$ cat config.mk
export PLATFORM = sky130hd
export DESIGN_NAME = uart_tx_arbiter
export DESIGN_NICKNAME = d
export VERILOG_FILES = /design/src/rtl/uart_tx_arbiter.sv
export SDC_FILE = /design/constraint.sdc
export NUM_CORES = 1
export LEC_CHECK = 0
export ABC_AREA = 1
export CAP_MARGIN = 20
export CORE_MARGIN = 8
export CORE_UTILIZATION = 38
export CTS_CLUSTER_DIAMETER = 50
export DETAILED_ROUTE_END_ITERATION = 16
export PLACE_DENSITY = 0.66
export SYNTH_ARGS = -nofsm -noshare
export SYNTH_HDL_FRONTEND = slang
export SYNTH_SLANG_ARGS = --single-unit
$ cat constraint.sdc
create_clock -name CLK -period 2.42 [get_ports CLK]
set_input_delay 0.363 -clock CLK [delete_from_list [all_inputs] [get_ports CLK]]
set_output_delay 0.363 -clock CLK [all_outputs]
set_load 0.05 [all_outputs]
$ cat src/rtl/uart_tx_arbiter.sv
// Round-robin arbiter that shares one UART transmitter between NUM_REQ requesters.
// A grant is held for a whole message (up to REQ_LAST) and is revoked after a hold timeout.
module uart_tx_arbiter #(
   parameter int DATA_WIDTH   = 8,
   parameter int NUM_REQ      = 4,
   parameter int HOLD_TIMEOUT = 255
) (
   input  logic                          CLK,
   input  logic                          RST,
   input  logic [NUM_REQ-1:0]            REQ_VALID,
   input  logic [NUM_REQ*DATA_WIDTH-1:0] REQ_DATA,
   input  logic [NUM_REQ-1:0]            REQ_LAST,
   output logic [NUM_REQ-1:0]            REQ_ACK,
   output logic [NUM_REQ-1:0]            GRANT,
   output logic [DATA_WIDTH-1:0]         TX_P_DATA,
   output logic                          TX_DATA_VALID,
   input  logic                          TX_BUSY,
   output logic                          ABORT
);

   localparam int IDX_W = (NUM_REQ > 1) ? $clog2(NUM_REQ) : 1;
   localparam logic [IDX_W-1:0]   LAST_IDX   = IDX_W'(NUM_REQ - 1);
   localparam logic [NUM_REQ-1:0] ONE_HOT0   = NUM_REQ'(1);
   localparam logic [7:0]         HOLD_LIMIT = 8'(HOLD_TIMEOUT);

   typedef enum logic [2:0] {
      S_IDLE,
      S_LOAD,
      S_WAIT_BUSY,
      S_WAIT_DONE,
      S_HOLD,
      S_RELEASE
   } state_t;

   state_t                 state, state_nxt;
   logic [IDX_W-1:0]       ptr, ptr_nxt;
   logic [IDX_W-1:0]       gnt_idx, gnt_idx_nxt;
   logic [IDX_W-1:0]       rr_idx, load_sel;
   logic                   rr_found, do_load;
   int                     rr_cand;
   logic                   last_q, last_nxt;
   logic [7:0]             hold_cnt, hold_cnt_nxt;
   logic [NUM_REQ-1:0]     grant_nxt, ack_nxt, load_onehot;
   logic [DATA_WIDTH-1:0]  pdata_nxt;
   logic                   valid_nxt, abort_nxt;
   logic [DATA_WIDTH-1:0]  req_bytes [NUM_REQ];

   for (genvar gi = 0; gi < NUM_REQ; gi++) begin : g_unpack
      assign req_bytes[gi] = REQ_DATA[gi*DATA_WIDTH +: DATA_WIDTH];
   end

   // Round-robin search starting at ptr, wrapping modulo NUM_REQ
   always_comb begin
      rr_found = 1'b0;
      rr_idx   = '0;
      rr_cand  = 0;
      for (int i = 0; i < NUM_REQ; i++) begin
         rr_cand = int'(ptr) + i;
         if (rr_cand >= NUM_REQ) rr_cand = rr_cand - NUM_REQ;
         if (!rr_found && REQ_VALID[IDX_W'(rr_cand)]) begin
            rr_found = 1'b1;
            rr_idx   = IDX_W'(rr_cand);
         end
      end
   end

   // In HOLD the current owner reloads; in IDLE the round-robin winner does
   assign load_sel    = (state == S_HOLD) ? gnt_idx : rr_idx;
   assign load_onehot = ONE_HOT0 << load_sel;

   always_comb begin
      state_nxt    = state;
      grant_nxt    = GRANT;
      gnt_idx_nxt  = gnt_idx;
      ptr_nxt      = ptr;
      last_nxt     = last_q;
      hold_cnt_nxt = hold_cnt;
      ack_nxt      = '0;
      valid_nxt    = 1'b0;
      pdata_nxt    = TX_P_DATA;
      abort_nxt    = 1'b0;
      do_load      = 1'b0;
      case (state)
         S_IDLE: begin
            if (!TX_BUSY && rr_found) begin
               do_load     = 1'b1;
               gnt_idx_nxt = rr_idx;
               grant_nxt   = load_onehot;
            end
         end
         S_LOAD:      state_nxt = S_WAIT_BUSY;
         S_WAIT_BUSY: if (TX_BUSY) state_nxt = S_WAIT_DONE;
         S_WAIT_DONE: begin
            if (!TX_BUSY) begin
               if (last_q) begin
                  state_nxt = S_RELEASE;
               end else begin
                  hold_cnt_nxt = '0;
                  state_nxt    = S_HOLD;
               end
            end
         end
         S_HOLD: begin
            if (REQ_VALID[gnt_idx]) begin
               do_load = 1'b1;
            end else if (hold_cnt == HOLD_LIMIT) begin
               abort_nxt = 1'b1;
               state_nxt = S_RELEASE;
            end else begin
               hold_cnt_nxt = hold_cnt + 8'd1;
            end
         end
         S_RELEASE: begin
            grant_nxt = '0;
            ptr_nxt   = (gnt_idx == LAST_IDX) ? '0 : gnt_idx + 1'b1;
            state_nxt = S_IDLE;
         end
         default: state_nxt = S_IDLE;
      endcase
      // Byte and its LAST flag are captured in the same cycle the ack pulse is registered
      if (do_load) begin
         state_nxt = S_LOAD;
         ack_nxt   = load_onehot;
         valid_nxt = 1'b1;
         pdata_nxt = req_bytes[load_sel];
         last_nxt  = REQ_LAST[load_sel];
      end
   end

   always_ff @(posedge CLK) begin
      if (RST) begin
         state         <= S_IDLE;
         ptr           <= '0;
         gnt_idx       <= '0;
         last_q        <= 1'b0;
         hold_cnt      <= '0;
         GRANT         <= '0;
         REQ_ACK       <= '0;
         TX_DATA_VALID <= 1'b0;
         TX_P_DATA     <= '0;
         ABORT         <= 1'b0;
      end else begin
         state         <= state_nxt;
         ptr           <= ptr_nxt;
         gnt_idx       <= gnt_idx_nxt;
         last_q        <= last_nxt;
         hold_cnt      <= hold_cnt_nxt;
         GRANT         <= grant_nxt;
         REQ_ACK       <= ack_nxt;
         TX_DATA_VALID <= valid_nxt;
         TX_P_DATA     <= pdata_nxt;
         ABORT         <= abort_nxt;
      end
   end

endmodule

After elaboration in Yosys (flattened, before gate mapping)

Cells that the tools add are included.

Register bits after elaboration: 34
Bits of input ports: 43

Multiplexer cells: 52
Reduce and logical (&&, ||, !) cells: 19
Shift-type cells: 1
Add/subtract/negate cells: 9
Bitwise gates (word level): 4
Equal/unequal tests: 19
Magnitude comparators: 11

Operators with widths:

| operator                                                  | count |
|---|---|
| 2-to-1 mux 8 bit                                          | 6 |
| 2-to-1 mux 1 bit                                          | 20 |
| 2-to-1 mux 2 bit                                          | 10 |
| binary-select mux 8 bit (select 2 bit)                    | 1 |
| < comparator 2 x 4 -> 1 bit (second input constant)       | 4 |
| case mux 8 bit (2 select lines)                           | 1 |
| case mux 3 bit (5 select lines)                           | 1 |
| AND reduction 5 bit                                       | 3 |
| inequality test 2 bit (second input constant)             | 7 |
| binary-select mux 1 bit (select 2 bit)                    | 6 |
| greater-or-equal comparator 3 bit (second input constant) | 4 |
| 2-to-1 mux 3 bit                                          | 4 |
| inequality test 3 bit (second input constant)             | 3 |
| adder 8 x 1 -> 8 bit (second input constant)              | 1 |
| equality test 8 bit (second input constant)               | 1 |
| case mux 4 bit (2 select lines)                           | 1 |
| subtractor 2 x 1 -> 2 bit (second input constant)         | 4 |
| adder 2 x 2 -> 3 bit (second input constant)              | 2 |
| equality test 3 x 2 -> 1 bit (second input constant)      | 2 |
| equality test 3 bit (second input constant)               | 2 |
| < comparator 2 x 3 -> 1 bit (second input constant)       | 2 |
| logical AND 1 bit                                         | 4 |
| logical NOT 1 bit                                         | 4 |
| 2-to-1 mux 4 bit                                          | 1 |
| 16 further kinds                                          | 21 |

Logic depth before layout (Yosys ltp)

Gate-level depths: netlist (run 1).

Depth in word-level cells: 20
Mapped depth: 17
Mapped depth without buffers: 16

Worst setup path after synthesis (run 1)

OpenSTA, ideal clock, no wires.

Path kind: reg-to-reg
From: register ptr[0]
To: register TX_P_DATA[7]
Data required time: 2.307 ns
Path slack: 0.723 ns
Stages on the path, launching flop included: 16
Data arrival time: 1.584 ns
Buffers on the path: 2
Cell sequence: dfxtp_1 buf_6 nand2_2 nand3_1 nand2_2 nor2_4 nand3_2 nand2_2 nand3_4 buf_2 nand3_1 nand2_1 nand2_1 nand2_1 nand2_1 nand2_1

Cells in the longest elaborated chain, start to end: 20

RTL lines:

| element                                                                       | RTL line | RTL |
|---|---|---|
| from (decl)                                                                   | 36       | `logic [IDX_W-1:0] ptr, ptr_nxt;` |
| from (signal assigned)                                                        | 144      | `ptr <= ptr_nxt;` |
| parallel branches: the longest is 20 deep, another holds adder 2 x 1 -> 3 bit | -        |  |
| to (signal assigned)                                                          | 151      | `TX_P_DATA <= pdata_nxt;` |
| to (decl)                                                                     | 15       | `output logic [DATA_WIDTH-1:0] TX_P_DATA,` |

Parallel ways; which one is timed is not known. The select of a mux whose other input is x is not followed.
A chain may end at the register's enable or synchronous reset.

Final worst setup path (run 1)

From: input port REQ_VALID[3]
To: register GRANT[2]

Cells in the longest elaborated chain, start to end: 17

RTL lines:

| element                                              | RTL line | RTL |
|---|---|---|
| from (decl)                                          | 10       | `input logic [NUM_REQ-1:0] REQ_VALID,` |
| binary-select mux 1 bit (select 2 bit)               | 60       | `if (!rr_found && REQ_VALID[IDX_W'(rr_cand)]) begin` |
| 2-to-1 mux 1 bit (implied by the code) (2 in series) | 60       |  |
| 2-to-1 mux 1 bit                                     | 60       |  |
| logical NOT 1 bit                                    | 60       |  |
| logical AND 1 bit                                    | 60       |  |
| 2-to-1 mux 1 bit                                     | 60       |  |
| logical NOT 1 bit                                    | 60       |  |
| logical AND 1 bit                                    | 60       |  |
| 2-to-1 mux 1 bit                                     | 60       |  |
| logical NOT 1 bit                                    | 60       |  |
| logical AND 1 bit                                    | 60       |  |
| 2-to-1 mux 2 bit                                     | 60       |  |
| 2-to-1 mux 2 bit                                     | 68       | `assign load_sel = (state == S_HOLD) ? gnt_idx : rr_idx;` |
| << shifter 1 x 2 -> 4 bit                            | 69       | `assign load_onehot = ONE_HOT0 << load_sel;` |
| 2-to-1 mux 4 bit                                     | 85       | `if (!TX_BUSY && rr_found) begin` |
| case mux 4 bit (2 select lines)                      | 83       | `case (state)` |
| to (signal assigned)                                 | 148      | `GRANT <= grant_nxt;` |
| to (decl)                                            | 14       | `output logic [NUM_REQ-1:0] GRANT,` |

Several ways; a longest one is shown, not always the timed one. The select of a mux whose other input is x is not followed.

==> impl_metrics.tcl, run 1 <==
set metrics [dict create \
    gp_congestion 0.8896 \
    hold_buffers 0 \
    ir_drop_mv 0.2489 \
    totalWireLength_um 5647 \
    syn_avg_cell_area_um2 6.286 \
    path_delay_family "simple AND/OR/NAND/NOR gates" \
    io_pins 61 \
    synth_seq_area_share_pct 32.71 \
    setup_viol 0 \
    drc 0 \
    grt_usage_pct 14.30 \
    fill_cells 552 \
    pwr_density_cell_mw_per_mm2 542.6 \
    chipWidth_um 90.00 \
    synth_area_mm2 0.002081 \
    hold_class "reg2reg" \
    coreArea_mm2 0.005405 \
    fmax_mhz 488.4 \
    initial_core_util_pct 38.50 \
    die_h_um 90.00 \
    cts-root-buf "clkbuf_8" \
    rsz0062_at_grt "no" \
    cts_tree "yes" \
    path_cells "clkdlybuf4s50_1, inv_1, nand2_2, nand3_1, nand2_2, nor2_4, nand3b_1, nand3_1, inv_2, buf_4, nor2_1, nand2_1, a21oi_1" \
    multiInputGateArea_mm2 0.001206 \
    slowest_stage "clkdlybuf4s50_1" \
    drv_slew 0 \
    crit_type "in2reg" \
    hpwlAfterDp_um 4404 \
    die_area_mm2 0.008099 \
    route.vias.total 2198 \
    path_clk_slew_ps 80 \
    slew_headroom_pct 63.91 \
    grt_pass1_wl_um 9887 \
    crit_path_end_kind "flop" \
    finalCriticalPeriod_ps 2048 \
    syn_nets 376 \
    setup-tns-final_ps 0 \
    drt_first_pass_iters 4 \
    drive_above_1_share_pct 11.34 \
    worstMarginPinSlew_ps 539.7 \
    grt_max_degree 24 \
    critPathMaxFanout 8 \
    design_area_mm2 0.002892 \
    area_delta_synth_final_pct 38.97 \
    worst-path-buf-inv 4 \
    synth_warnings 0 \
    grt.overflow.total 0 \
    antenna_found_initial 0 \
    cts_sinks 34 \
    grt_pass1_vias 2284 \
    synth-seq-cells 34 \
    clock_path_buffers 2 \
    antennaDiodeCount 0 \
    p_leak_nw 1.321 \
    worstSetupStartpointType "input port" \
    drv_cap 0 \
    cp_data_arrival_time_ps 2260 \
    dpl_cell_area_mm2 0.002754 \
    post_cts_resized 0 \
    final_nets 441 \
    io_buffers 60 \
    synth.distinct_cells 33 \
    cts_buffers 5 \
    htreeDepth 2 \
    max_stage_delay_ps 440 \
    seqCellArea_um2 680.7 \
    required_ps 2630 \
    clock_latency_ps 290 \
    hold_viol 0 \
    dr.first_iter.drc_count 116 \
    viasPerCell 4.687 \
    status "complete, no violations" \
    ant_nets 0 \
    post-cts-setup-buffer-count 0 \
    rows 27 \
    fin_skew_ps 5.843 \
    fin_crit_sh_pct 84.62 \
    wl_per_cell_um 12.04 \
    whs_ps 450.3 \
    netlist_instances 331 \
]
==> cells by family (layout without fill, tap and decap cells) <==
kind of cell / after synthesis / after routing / synth area share (%)
xor+xnor: 1 / 1 / 0.4210
fa+ha+maj: 2 / 2 / 1.202
flops: 34 / 34 / 32.71
simple gates: 219 / 219 / 47.38
buf+inv: 41 / 107 / 9.320
compound gates: 34 / 34 / 8.960
==> worst paths after layout <==
kind                                     end          from  depth (start not counted)  slack [ps]
worst max-delay path                GRANT[2]  REQ_VALID[3]                         13         370
worst min-delay path            TX_P_DATA[4]  TX_P_DATA[4]                          2         450
worst max register to register      GRANT[2]        ptr[1]                         13         430
worst min register to register  TX_P_DATA[4]  TX_P_DATA[4]                          2         450
==> cells in the final DEF, fill, tap and decap left out, types with 3 or more instances in the layout <==
cell,count
a211oi_1,3
a21oi_1,16
buf_4,8
clkbuf_8,5
clkdlybuf4s50_1,60
dfxtp_1,34
inv_1,26
inv_2,4
nand2_1,129
nand2_2,16
nand3_1,32
nor2_1,19
nor3_1,9
o21ai_0,8
o21ai_1,3
==> routing by layer <==
metal  wire (um)  global-route usage, %  share of wire [%]
met5           0                      0                  0
met4          51                  3.606               0.90
met3         647                  7.897                 11
met2        2504                  24.23                 44
met1        2445                  15.00                 43
==> report_power, final <==
| group | total, mW | internal (mW) | switching, mW |
|---|---|---|---|
| combinational | 0.338 | 0.146 | 0.192 |
| sequential | 0.597 | 0.582 | 0.0153 |
| clock | 0.634 | 0.413 | 0.221 |
==> area by class of cell <==
cell class | count | share of cell area, %
repair buffers | 68 | 22.85
clock buffers | 5 | 2.380
multi-input cells | 256 | 41.71
well taps | 72 | 3.116
inverters | 31 | 4.024
clock inverters | 3 | 2.380
flip-flops and latches | 34 | 23.54
==> cells in the mapped netlist <==
master    count  share of area [%]
a21oi_1      16                3.8
o31ai_1       1               0.36
dfxtp_1      34                 33
buf_2         4               0.96
nand4_1       2               0.60
nor2_2        2               0.60
o21ai_1       3               0.72
xnor2_1       1               0.42
nor2_4        2                1.1
nand3_1      32                7.7
buf_6         2                1.1
clkinv_1      1               0.18
nor3_1        9                2.2
nand3_4       1               0.84
inv_2         4               0.72
or2_2         1               0.30
nand2_2      16                4.8
nor3b_1       2               0.72
a211oi_1      3                1.1
inv_1        26                4.7
buf_12        1               0.96
a31oi_1       2               0.60
buf_4         1               0.36
o21ai_0       8                1.9
clkbuf_1      1               0.18
nand2_4       1               0.54
ha_1          2                1.2
buf_1         1               0.18
nor2_1       19                3.4
nand3b_1      1               0.36
nand2_1     129                 23
a41oi_1       1               0.42
nand3_2       2               0.96
==> metrics by stage <==
stage / setup WS (ps) / power [mW] / util, % / cells
6_report: 372.3 / 1.569 / 53.50 / 469
5_1_grt: 227.6 / 1.636 / 53.50 / 469
4_1_cts: 405.0 / 1.579 / 53.50 / 469
3_5_place_dp: 118.0 / 0.9481 / 50.95 / 461
3_3_place_gp: 179.3 / 0.9461 / 50.95 / 461
2_1_floorplan: 723.2 / 0.8098 / - / 331
==> worst min-delay path, cell delays in order (launching register included) <==
cell,delay [ps]
dfxtp_1,310
nand2_1,60
nand2_1,40
==> state kept, by name, indices dropped and copies added, names as in the netlist <==
name           flops
state              3
ptr                2
hold_cnt           8
last_q             1
TX_DATA_VALID      1
ABORT              1
gnt_idx            2
TX_P_DATA          8
REQ_ACK            4
GRANT              4
No activity file was read; power rests on OpenSTA's default activity.
==> inputs of run 2 (changes only) <==
- clock period: 2.42 -> 2.1 ns (I/O delays scaled with it)
==> run 2 against run 1 <==
Total power up 18%. Sequential share of layout area down 1.4 points. First-iteration DRC count up 3.4%. Design area up 6.4%. Final cell count up 4.7%. Highest routed layer unchanged.
==> impl_metrics.tcl, run 2 (synthesis gave the netlist of run 1 again) <==
set metrics [dict create \
    status "complete, no violations" \
    fmax_mhz 532.8 \
    cts_buffers 5 \
    r2r_start "ptr[0]" \
    coreArea_mm2 0.005405 \
    worstHoldPathCells 2 \
    die_area_mm2 0.008099 \
    io_pins 61 \
    r2r-end "TX_P_DATA[6]" \
    gp_congestion 0.8233 \
    antennaDiodeCount 0 \
    hp-start "TX_P_DATA[4]" \
    final_cells 491 \
    hpwlAfterDp_um 4557 \
    fin_skew_ps 4.819 \
    route.vias.total 2325 \
    grt.overflow.total 0 \
    worstMarginPinSlew_ps 543.5 \
    required_ps 2340 \
    drv_slew 0 \
    area_delta_synth_final_pct 47.87 \
    io_buffers 60 \
    cts-root-buf "clkbuf_8" \
    grt_usage_pct 14.56 \
    chipWidth_um 90.00 \
    totalWireLength_um 5733 \
    cts_tree "yes" \
    reg2reg_depth 14 \
    fin_ws_ps 223.2 \
    worstSetupStartpointType "input port" \
    cp_data_arrival_time_ps 2120 \
    setup_viol 0 \
    p_leak_nw 1.433 \
    place_inst 483 \
    wl_per_cell_um 11.68 \
    slew_headroom_pct 63.65 \
    rows 27 \
    htreeDepth 2 \
    rrSetupSlack_ps 230 \
    grt_pass1_wl_um 10090 \
    grt_pass1_vias 2329 \
    die_h_um 90.00 \
    finalCriticalPeriod_ps 1877 \
    path_clk_slew_ps 80 \
    post-place-ws_ps -125.3 \
    critPathMaxFanout 5 \
    pwr_density_cell_mw_per_mm2 601.1 \
    dpl_cell_area_mm2 0.002919 \
    fin_crit_sh_pct 89.37 \
    final_cell_mix "nand2_1, clkdlybuf4s50_1, dfxtp_1" \
    reg_top3 "TX_P_DATA (8), hold_cnt (8)" \
    initial_core_util_pct 38.50 \
    layout_commonest_cell "nand2_1" \
    drv_cap 0 \
    drive_above_1_share_pct 16.47 \
    crit_type "in2reg" \
    antenna_found_initial 0 \
    clock_latency_ps 290 \
    final_nets 463 \
    hold_class "reg2reg" \
    setup-tns-final_ps 0 \
    grt_max_degree 23 \
    clock_path_buffers 2 \
    drt_first_pass_iters 4 \
    crit_path_end_kind "flop" \
    dr.first_iter.drc_count 120 \
    design_area_mm2 0.003077 \
    hold_path_end "TX_P_DATA[4]" \
    ir_drop_mv 0.2459 \
    viasPerCell 4.735 \
    drc 0 \
    hold_viol 0 \
    cts_sinks 34 \
    ant_nets 0 \
]
[run 2: cell count changes in the layout (fill, tap and decap cells not counted)]
cell,before,now
buf_4,8,29
buf_8,0,1
dfxtp_1,34,33
dfxtp_2,0,1
nand2_4,1,0
nand2_8,0,1
nor2_1,19,18
nor2_2,2,3
[run 2: metrics by stage]
| stage | power [mW] | hold slack, ps | util, % |
|---|---|---|---|
| after CTS | 1.859 | 456.6 | 56.55 |
| after detailed placement | 1.118 | 443.1 | 54.00 |
| final | 1.849 | 454.9 | 56.92 |
| after floorplan | 0.9332 | 417.8 | - |
| after global placement | 1.117 | 435.6 | 54.00 |
| after global routing | 1.933 | 481.4 | 56.92 |
[run 2: final cells by class]
type	count	area, um2
sequential	34	681.9
multi-input combinational	256	1217
tap	72	90.09
inverter	31	116.4
fill	546	2328
clock buffer	5	68.82
clock inverter	3	68.82
timing repair buffer	90	833.3
[run 2: routing by layer]
metal  GRT usage [%]  vias to the layer above  wire length [um]  part of all wire, %
li1                -                     1232                 -                    -
met1           16.62                     1021              2621                   46
met2           23.99                       64              2552                   45
met3           5.902                        8               470                  8.2
met4           4.993                        0                89                  1.6
met5               0                        -                 0                    0
[run 2: timing repair]
action	CTS	global route
resized for setup	0	5
buffers inserted	0	0
setup endpoints to repair	0	5
hold buffers	0	0
[run 2: how the worst max path moves through the flow]
stage | slack, ps | start | endpoint
3_5_place_dp | -130 | REQ_VALID[0] | GRANT[0]
2_1_floorplan | 400 | ptr[0] | TX_P_DATA[7]
4_1_cts | 190 | ptr[1] | GRANT[0]
5_1_grt | -20 | REQ_VALID[2] | last_q
6_report | 220 | REQ_VALID[2] | TX_P_DATA[6]
3_3_place_gp | -110 | REQ_VALID[0] | GRANT[2]
[run 2: worst max-delay path: stages]
cell and delay [ps]:
clkdlybuf4s50_1 420, inv_1 100, nand2_1 80, nand3_1 110, nand2_2 100, nor2_4 150
nand3b_1 100, nand3_1 110, inv_2 50, nor2_2 120, inv_1 80, nor2_4 110
buf_4 150, nand2_1 50, nand2_1 60
[run 2: power breakdown]
| group | internal (mW) | switching [mW] | leakage (nW) | total (mW) |
|---|---|---|---|---|
| Combinational | 0.195 | 0.227 | 1.09 | 0.422 |
| Sequential | 0.670 | 0.0165 | 0.277 | 0.687 |
| Clock | 0.476 | 0.265 | 0.0683 | 0.741 |
| Total | 1.34 | 0.508 | 1.43 | 1.85 |
==> inputs of run 3 (changes only) <==
- CORE_ASPECT_RATIO: unset -> 1.1
- PLACE_DENSITY: 0.66 -> unset
- PLACE_DENSITY_LB_ADDON: unset -> 0.15
==> run 3 against run 2 <==
Global-route usage increased by 0.77 points. Register-to-register slack about the same. Maximum frequency down 2.3%. Wire length rose by 0.24%. Combinational power rose by 1%. Clock skew increased by 1.9 ps.
==> impl_metrics.tcl, run 3 (synthesis gave the netlist of run 1 again) <==
set metrics [dict create \
    grt_usage_pct 15.33 \
    hpwlAfterDp_um 4649 \
    drv_cap 0 \
    chipWidth_um 86.56 \
    totalWireLength_um 5747 \
    pwr-share-comb_pct 26.3 \
    p_sw_share_pct 30.26 \
    dpl_cell_area_mm2 0.002918 \
    wl_per_cell_um 11.73 \
    die_h_um 93.61 \
    antenna_found_initial 0 \
    die_area_mm2 0.008102 \
    hold_buffers 0 \
    dr.first_iter.drc_count 80 \
    drv_slew 0 \
    antennaDiodeCount 0 \
    design_area_mm2 0.003017 \
    cts_tree "yes" \
    p_switching_mw 0.4926 \
    cts-root-buf "clkbuf_8" \
    required_ps 2330 \
    post-cts-setup-buffer-count 0 \
    cp_data_arrival_time_ps 2150 \
    p_clk_share_pct 31.4 \
    setup_viol 0 \
    fill_cells 554 \
    ant_nets 0 \
    viasPerCell 4.594 \
    grt_pass1_wl_um 10140 \
    drive_above_1_share_pct 15.66 \
    drc 0 \
    coreArea_mm2 0.005325 \
    final_cell_mix "nand2_1, clkdlybuf4s50_1, dfxtp_1" \
    drt_first_pass_iters 4 \
    worstMarginPinSlew_ps 515.6 \
    power.total_mw 1.628 \
    io_buffers 60 \
    layout_commonest_cell "nand2_1" \
    p_leak_nw 1.394 \
    hold_class "reg2reg" \
    path_clk_slew_ps 70 \
    fin_crit_sh_pct 91.47 \
    grt.overflow.total 0 \
    slew_headroom_pct 65.52 \
    finalCriticalPeriod_ps 1921 \
    cts_buffers 5 \
    post-place-ws_ps -108.2 \
    area_delta_synth_final_pct 44.98 \
    ir_drop_mv 0.3912 \
    worstHoldPathCells 2 \
    worstSetupStartpointType "input port" \
    clock_path_buffers 2 \
    clock_latency_ps 280 \
    internal_power_mw 1.136 \
    io_pins 61 \
    route.vias.total 2251 \
    gp_congestion 0.8689 \
    cts_sinks 34 \
    grt_pass1_vias 2257 \
    initial_core_util_pct 39.07 \
    p_seq_share_pct 42.3 \
    fmax_mhz 520.6 \
    status "complete, no violations" \
    setup-tns-final_ps 0 \
    crit_path_end_kind "flop" \
    hold_viol 0 \
    reg_top3 "TX_P_DATA (8), hold_cnt (8)" \
    critPathMaxFanout 7 \
    fin_ws_ps 179.1 \
    rows 28 \
    htreeDepth 2 \
    reg2reg_depth 14 \
    crit_type "in2reg" \
    post_cts_resized 0 \
    fin_skew_ps 6.695 \
    grt_max_degree 19 \
    pwr_density_cell_mw_per_mm2 539.7 \
    final_nets 459 \
    fin_util_pct 56.65 \
    rsz0062_at_grt "no" \
]
==> run 3: cell count changes in the layout (fill, tap and decap cells not counted), sizes merged <==
cell	delta
clkbuf	+1
clkinvlp	+1
buf	-4
bufinv	-2
==> run 3: final cells by class <==
class | count | area (um2) | share of cell area, %
clock inverter | 2 | 12.51 | 0.4148
clock buffer | 6 | 82.58 | 2.737
inverter | 31 | 116.4 | 3.857
tap | 75 | 93.84 | 3.111
multi-input combinational | 256 | 1209 | 40.07
timing repair buffer | 86 | 820.8 | 27.21
sequential | 34 | 681.9 | 22.60
==> run 3: worst paths after layout <==
path	startpoint	end	slack (ps)
worst max-delay path	REQ_VALID[3]	TX_P_DATA[6]	180
worst min-delay path	TX_P_DATA[1]	TX_P_DATA[1]	450
worst max register to register	ptr[0]	TX_P_DATA[6]	220
worst min register to register	TX_P_DATA[1]	TX_P_DATA[1]	450
==> run 3: routing by layer <==
layer / routed length [um] / vias to the layer above / global-route usage [%]
met5: 0 / - / 0
li1: - / 1218 / -
met2: 2654 / 41 / 24.98
met3: 377 / 7 / 5.877
met1: 2651 / 985 / 18.17
met4: 63 / 0 / 4.454
==> run 3: worst max-delay path: stages <==
cell and delay, ps:
clkdlybuf4s50_1 440, inv_1 90, nand2_2 50, nand3_1 110, nand2_2 90, nor2_4 140
nand3b_1 100, nand3_1 120, inv_2 50, nor2_2 150, inv_1 90, nor2_4 130
buf_12 130, nand2_1 50, nand2_1 60
==> run 3: power groups by stage <==
stage / Combinational, mW / Clock [mW] / Sequential [mW]
5_1_grt: 0.471 / 0.557 / 0.693
4_1_cts: 0.432 / 0.530 / 0.690
2_1_floorplan: 0.167 / 0 / 0.766
3_5_place_dp: 0.430 / 0 / 0.704
3_3_place_gp: 0.428 / 0 / 0.704
6_report: 0.428 / 0.511 / 0.689
==> run 3: per-stage QoR <==
step / hold WS [ps] / instances
after floorplan: 417.8 / 331
after global placement: 437.1 / 482
after detailed placement: 439.5 / 482
after CTS: 457.5 / 490
after global routing: 464.7 / 490
final: 451.4 / 490
